**config.mk**
```make
export PLATFORM = sky130hd
export DESIGN_NAME = pipelined_approx_rc_adder
export DESIGN_NICKNAME = d
export VERILOG_FILES = /design/src/rtl/pipelined_approx_rc_adder.sv
export SDC_FILE = /design/constraint.sdc
export NUM_CORES = 1
export LEC_CHECK = 0
export CORE_ASPECT_RATIO = 1.1
export CORE_MARGIN = 5
export CORE_UTILIZATION = 40
export CTS_CLUSTER_DIAMETER = 200
export DETAILED_ROUTE_END_ITERATION = 16
export PLACE_DENSITY_LB_ADDON = 0.08
export SETUP_SLACK_MARGIN = 0.15
export SLEW_MARGIN = 40
export SYNTH_ARGS = -nofsm -noshare
export SYNTH_HDL_FRONTEND = slang
export SYNTH_SLANG_ARGS = --single-unit
```
**constraint.sdc**
```tcl
create_clock -name clk -period 4.8 [get_ports clk]
set_clock_uncertainty 0.2 [all_clocks]
set_input_delay 0.48 -clock clk [delete_from_list [all_inputs] [get_ports clk]]
set_output_delay 0.48 -clock clk [all_outputs]
set_load 0.02 [all_outputs]
```
**src/rtl/pipelined_approx_rc_adder.sv**
```systemverilog
// Pipelined ripple-carry adder whose low APPROX_BITS positions use an approximate cell.
// Optional error monitor (exact-sum shadow pipeline, err_flag/err_cnt) enabled by macro RC_ERR_MON_EN.
module pipelined_approx_rc_adder #(
  parameter int WIDTH       = 16,
  parameter int STAGES      = 4,
  parameter int APPROX_BITS = 1
) (
  input  logic             clk,
  input  logic             rst,
  input  logic             in_valid,
  output logic             in_ready,
  input  logic [WIDTH-1:0] IN1,
  input  logic [WIDTH-1:0] IN2,
  output logic             out_valid,
  input  logic             out_ready,
  output logic [WIDTH:0]   Out,
  output logic [15:0]      err_cnt,
  output logic             err_flag
);

  localparam int SEG = WIDTH / STAGES;

  // Adds one SEG-bit segment; global bit positions below APPROX_BITS use the
  // approximate cell (carry = X & ~Cin, sum = ~X & Y & ~Cin), the rest are full adders.
  function automatic logic [SEG:0] seg_add(input int k, input logic [SEG-1:0] x,
                                           input logic [SEG-1:0] y, input logic cin);
    logic             c;
    logic [SEG-1:0]   s;
    c = cin;
    s = '0;
    for (int j = 0; j < SEG; j++) begin
      if (k * SEG + j < APPROX_BITS) begin
        s[j] = ~x[j] & y[j] & ~c;
        c    = x[j] & ~c;
      end else begin
        s[j] = x[j] ^ y[j] ^ c;
        c    = (x[j] & y[j]) | (c & (x[j] ^ y[j]));
      end
    end
    return {c, s};
  endfunction

  // Stage k register holds: operands shifted so the next segment sits at
  // [SEG-1:0], the partial sum of segments 0..k, and the carry out of segment k.
  logic [STAGES-1:0] v_q;
  logic [STAGES-1:0] c_q;
  logic [WIDTH-1:0]  a_q [STAGES];
  logic [WIDTH-1:0]  b_q [STAGES];
  logic [WIDTH-1:0]  s_q [STAGES];

  logic [STAGES-1:0] v_in;
  logic [STAGES-1:0] c_in;
  logic [WIDTH-1:0]  a_in [STAGES];
  logic [WIDTH-1:0]  b_in [STAGES];
  logic [WIDTH-1:0]  s_in [STAGES];
  logic [SEG:0]      r    [STAGES];

  logic advance;

  // Handshake: a transfer happens on a rising edge where valid && ready. The whole
  // pipeline advances when the output slot is empty or being taken (in_ready is
  // exactly that condition); otherwise every stage, including Out, holds.
  assign advance   = ~v_q[STAGES-1] | out_ready;
  assign in_ready  = advance;
  assign out_valid = v_q[STAGES-1];
  assign Out       = {c_q[STAGES-1], s_q[STAGES-1]};

  always_comb begin
    v_in[0] = in_valid;
    c_in[0] = 1'b0;
    a_in[0] = IN1;
    b_in[0] = IN2;
    s_in[0] = '0;
    for (int k = 1; k < STAGES; k++) begin
      v_in[k] = v_q[k-1];
      c_in[k] = c_q[k-1];
      a_in[k] = a_q[k-1];
      b_in[k] = b_q[k-1];
      s_in[k] = s_q[k-1];
    end
    for (int k = 0; k < STAGES; k++) begin
      r[k] = seg_add(k, a_in[k][SEG-1:0], b_in[k][SEG-1:0], c_in[k]);
    end
  end

  always_ff @(posedge clk) begin
    if (rst) begin
      v_q <= '0;
      c_q <= '0;
      for (int k = 0; k < STAGES; k++) begin
        a_q[k] <= '0;
        b_q[k] <= '0;
        s_q[k] <= '0;
      end
    end else if (advance) begin
      for (int k = 0; k < STAGES; k++) begin
        v_q[k] <= v_in[k];
        // Data only moves with a valid token so Out keeps its last result across bubbles.
        if (v_in[k]) begin
          a_q[k] <= a_in[k] >> SEG;
          b_q[k] <= b_in[k] >> SEG;
          s_q[k] <= s_in[k] | (WIDTH'(r[k][SEG-1:0]) << (k * SEG));
          c_q[k] <= r[k][SEG];
        end
      end
    end
  end

`ifdef RC_ERR_MON_EN
  logic [WIDTH:0] ex_q  [STAGES];
  logic [WIDTH:0] ex_in [STAGES];
  logic [15:0]    cnt_q;
  logic           mismatch;

  always_comb begin
    ex_in[0] = {1'b0, IN1} + {1'b0, IN2};
    for (int k = 1; k < STAGES; k++) begin
      ex_in[k] = ex_q[k-1];
    end
  end

  assign mismatch = (Out != ex_q[STAGES-1]);
  assign err_flag = out_valid & mismatch;
  assign err_cnt  = cnt_q;

  always_ff @(posedge clk) begin
    if (rst) begin
      cnt_q <= '0;
      for (int k = 0; k < STAGES; k++) begin
        ex_q[k] <= '0;
      end
    end else begin
      if (advance) begin
        for (int k = 0; k < STAGES; k++) begin
          if (v_in[k]) ex_q[k] <= ex_in[k];
        end
      end
      if (out_valid && out_ready && mismatch && cnt_q != 16'hFFFF) begin
        cnt_q <= cnt_q + 16'd1;
      end
    end
  end
`else
  assign err_cnt  = '0;
  assign err_flag = 1'b0;
`endif

endmodule

```
==> After elaboration in Yosys (flattened, before gate mapping) <==
Memory sizes are Yosys's and may differ from the RTL's.
Cells that the tools add are included.
{ "word_totals": {"reg_bits": 8, "latch_bits": 0, "ramBits": 160, "mem_bits_ro": 0, "inputBits": 36, "out_inout_bits": 36, "wordCells": 136, "memories": 3} }
{ "memory_table": {"columns": ["name", "depth", "word_bits", "rd", "rd_clocked_by_memory_dff", "wr", "line_no", "text"], "rows": [
  ["s_q", 4, 16, 4, 0, 4, "49", "logic [WIDTH-1:0] s_q [STAGES];"],
  ["a_q", 4, 12, 3, 0, 4, "47", "logic [WIDTH-1:0] a_q [STAGES];"],
  ["b_q", 4, 12, 3, 0, 4, "48", "logic [WIDTH-1:0] b_q [STAGES];"]
]} }
{ "op_classes": {"n_addsub": 0, "mul": 0, "div_mod_pow": 0, "order_cmp": 0, "n_eq_ne": 0, "n_shift": 0, "n_mux": 30, "bitwise_logic": 94, "reduce_logical": 4} }
{ "op_table": {"columns": ["op", "count"], "rows": [
  ["12-bit two-way mux", 8],
  ["16-bit two-way mux", 4],
  ["1-bit AND", 31],
  ["1-bit XOR", 30],
  ["1-bit bitwise OR", 28],
  ["1-bit two-way mux", 18],
  ["16-bit by 12-bit bitwise OR with 16-bit output", 1],
  ["16-bit bitwise OR", 1],
  ["16-bit by 8-bit bitwise OR with 16-bit output", 1],
  ["2-bit AND reduction", 4],
  ["1-bit NOT", 2]
]} }

==> Logic depth before layout (Yosys ltp) <==
An unclocked memory read counts as a cell.
{ "logic_depth": {"ltp_word": 11, "ltp_mapped": 9, "mapped_depth_nobuf": 9} }

==> Worst setup path after synthesis <==
OpenSTA, ideal clock, no wires.
{ "synth_path": {"path_type": "input port to flip-flop", "start": "input port rst", "end": "memory a_q[0][0] (netlist name), enable pin", "setup_ns": 0.389, "t_arrival_ns": 1.728, "required_time_ns": 4.211, "setup_slack_ns": 2.482, "stages": 3, "path_buffers": 2, "cell_sequence": "buf_2 -> clkbuf_1 -> nand2b_1"} }
{ "synth_rtl": {"columns": ["element", "line_no", "text"], "rows": [
  ["from (decl)", "9", "input logic rst,"],
  ["to (decl)", "47", null]
]} }

==> Worst setup path after layout <==
{ "layout_path": {"start": "input port out_ready", "end": "output port in_ready"} }
{ "layout_via": {"elab_chain_len": 1} }
{ "layout_lines": {"columns": ["element", "line_no", "text"], "rows": [
  ["from (decl)", "15", "input logic out_ready,"],
  ["1-bit bitwise OR", "63", "assign advance = ~v_q[STAGES-1] | out_ready;"],
  ["to (decl)", "11", "output logic in_ready,"]
]} }
No other way between the ends.

==> metrics <==
Antenna Cells=0; min-delay worst type=reg -> reg; Tot GR Track Use=0.0914; Fin. Hold Viols=0; Clock Sinks=96; CTS tree=built; Area Growth Syn to Fin=19.9%; biggest area consumer among synthesized cells=edfxtp_1; die area=12600 µm²; Synthesis Warnings=0; Initial Util=0.405; Worst Path Max Fanout=12; launch point of the worst reg-to-reg path=a_q[0][12]; critical path type=in -> out; Placed Instances=between 400 and 500; ys flop type=edfxtp_1; reg-to-reg slack, setup=2.40 ns; placed wire-length estimate=approximately 3.9 mm; worst vdd ir=between 0.15 and 0.2 mV; Cell variety after synth=26; Detail Route Antenna Nets=0; gpl congestion=between 0.6 and 0.7; maximum clock frequency=roughly 0.37 GHz; Avg WL per Cell=~11 µm; Total Nets Final=a little under 400; # IOs=72; Mapped Avg Cell Area=14.6 µm²; Sw Pwr=between 0.3 and 0.4 mW; post-route cell area=between 5000 and 6000 µm²; CTS resizes=0; most frequent cells after synthesis=edfxtp_1, and2_1, inv_1, buf_4, fa_1; WP data required=4.12 ns; initial antenna violation count=0; layout cells sized above 1=0.0638; Clk pwr share=0.351; worst reg2reg path depth=8; Sum Neg Setup Slack=0 ns; # rows=39; largest net degree at the start of global routing=29; Comb pwr share=0.081; Overflow after GRT=0; Hold Startpoint=v_q[1]; via count=roughly 1900; # fillers=a little under 1000; vias in the first global route=1987; setup repair bufs after CTS=0; worst slew pin tran=about 0.68 ns; Startpoint Class=input port; Area contributors post-synth=edfxtp_1, and2_1, fa_1, dfxtp_1, buf_4; crit path time final=2.68 ns; leakage=between 1.5 and 2 nW; mapped cell area=4190 µm²; Worst-path clk slew=0.06 ns; Hold Buf Count CTS=0; Hold Path Sink=v_q[1]; worst hold path depth=2; outcome=finished, final reports clean; fin cells=approximately 500; Seq pwr share=0.568; Worst Path Arrival=approximately 2.0 ns; PD cells=about 340 nW/µm²; final worst-path cycle share=0.558; DR WL met2=2.46 mm; Core Region=roughly 10000 µm²; Worst-Skew Late Latency=0.33 ns; CP Capture Type=output pin; switch share=0.202; most common cell in the netlist=edfxtp_1; ys async rst share=0; area taken by multi-input logic gates=1130 µm²; Synth top area share=0.631; WL met3=roughly 370 µm; Post-synth EDFFs=88; H-Tree Depth=3; first-pass GRT wire length=8.91 mm; Num CTS Buffers=9; final wirelength=between 5 and 6 mm; port bufs=54; uppermost layer routed=met4; capturing point of the worst reg2reg path=s_q[0][43]; final setup fails=0; DR pass1 iterations=5; placed instance area=between 4000 and 5000 µm²; Die Y=117 µm; wl on met1=approximately 2.3 mm; sequential element share of the synthesized area=0.669; clock tree buffer depth=2; reported max-cap violation count=0; drt via density=between 3 and 4; final hold slack=0.284 ns; DRT iter0 DRCs=53; final slew viol count=0; register area=2800 µm²; Core Util, Final=0.486; die width=108 µm; Seq cells post-synth=96; Root Driver=clkbuf_16; RSZ-0062 raised after global routing=false; worst rel slew slack=0.548; DRC Markers=0; Int Pwr=~1.4 mW; Post-Syn Instances=287
-- registers in the layout, summed over array words and instances (netlist names) --
| name | flops |
|---|---|
| s_q | 40 |
| b_q | 24 |
| v_q | 4 |
| a_q | 24 |
| c_q | 4 |
-- through the flow --
stage	setup slack, ns	total power, mW
finish	2.12	1.73
global route	2.06	1.81
CTS	2.11	1.75
detailed placement	2.01	1.14
global placement	1.74	1.14
floorplan	2.48	1.09
-- kinds of logic (layout without fill, tap and decap cells) --
kind of cell,count (synthesis),in the layout,share of synthesized area
other,1,17,0.000895
AO/OA/AOI/OAI,12,12,0.0188
flip-flops,96,96,0.669
adder cells (fa/ha/maj),15,15,0.0717
AND/OR/NAND/NOR,105,105,0.163
buffers and inverters,58,100,0.0770
-- layout by cell type (no fill, tap or decap), drive strengths merged, types with 6 or more instances in the layout --
| cell | instances |
|---|---|
| dfxtp | 8 |
| nand2 | 6 |
| clkbuf | 13 |
| and2 | 79 |
| a21oi | 7 |
| conb | 17 |
| fa | 15 |
| clkdlybuf4s50 | 54 |
| edfxtp | 88 |
| inv | 29 |
-- power by group through the flow --
stage                     sequential [mW]  combinational (mW)  clock (mW)
final                               0.979               0.140       0.606
after global routing                0.984               0.159       0.666
after CTS                           0.981               0.143       0.628
after detailed placement            0.998               0.143           0
after global placement              0.998               0.140           0
after floorplan                      1.00              0.0875           0
-- worst max-delay path by stage --
stage                          from    endpoint  slack (ns)  cells past startpoint
final                     out_ready    in_ready        2.12                      4
after floorplan                 rst   a_q[0][0]        2.48                      3
after CTS                 out_ready    in_ready        2.11                      4
after detailed placement        rst  s_q[0][42]        2.01                      2
after global routing      out_ready    in_ready        2.06                      4
after global placement          rst   b_q[0][9]        1.74                      2
-- area by class of cell --
cell class,instances,share of cell area
Sequential cell,96,0.558
Multi-Input combinational cell,149,0.225
Timing Repair Buffer,56,0.111
Clock buffer,13,0.0478
Tap cell,143,0.0356
Inverter,29,0.0217
Clock inverter,2,0.00149
-- layer usage --
layer  GRT usage  up-vias
met5           0        -
met4      0.0474        0
met3      0.0324       10
met2       0.145       63
met1       0.109      845
li1            -     1018
-- critical path, stage by stage --
cell,delay (ns)
clkdlybuf4s50_1,0.44
nor2b_4,0.32
inv_2,0.17
clkdlybuf4s50_1,0.58
(Power assumes the default switching activity.)
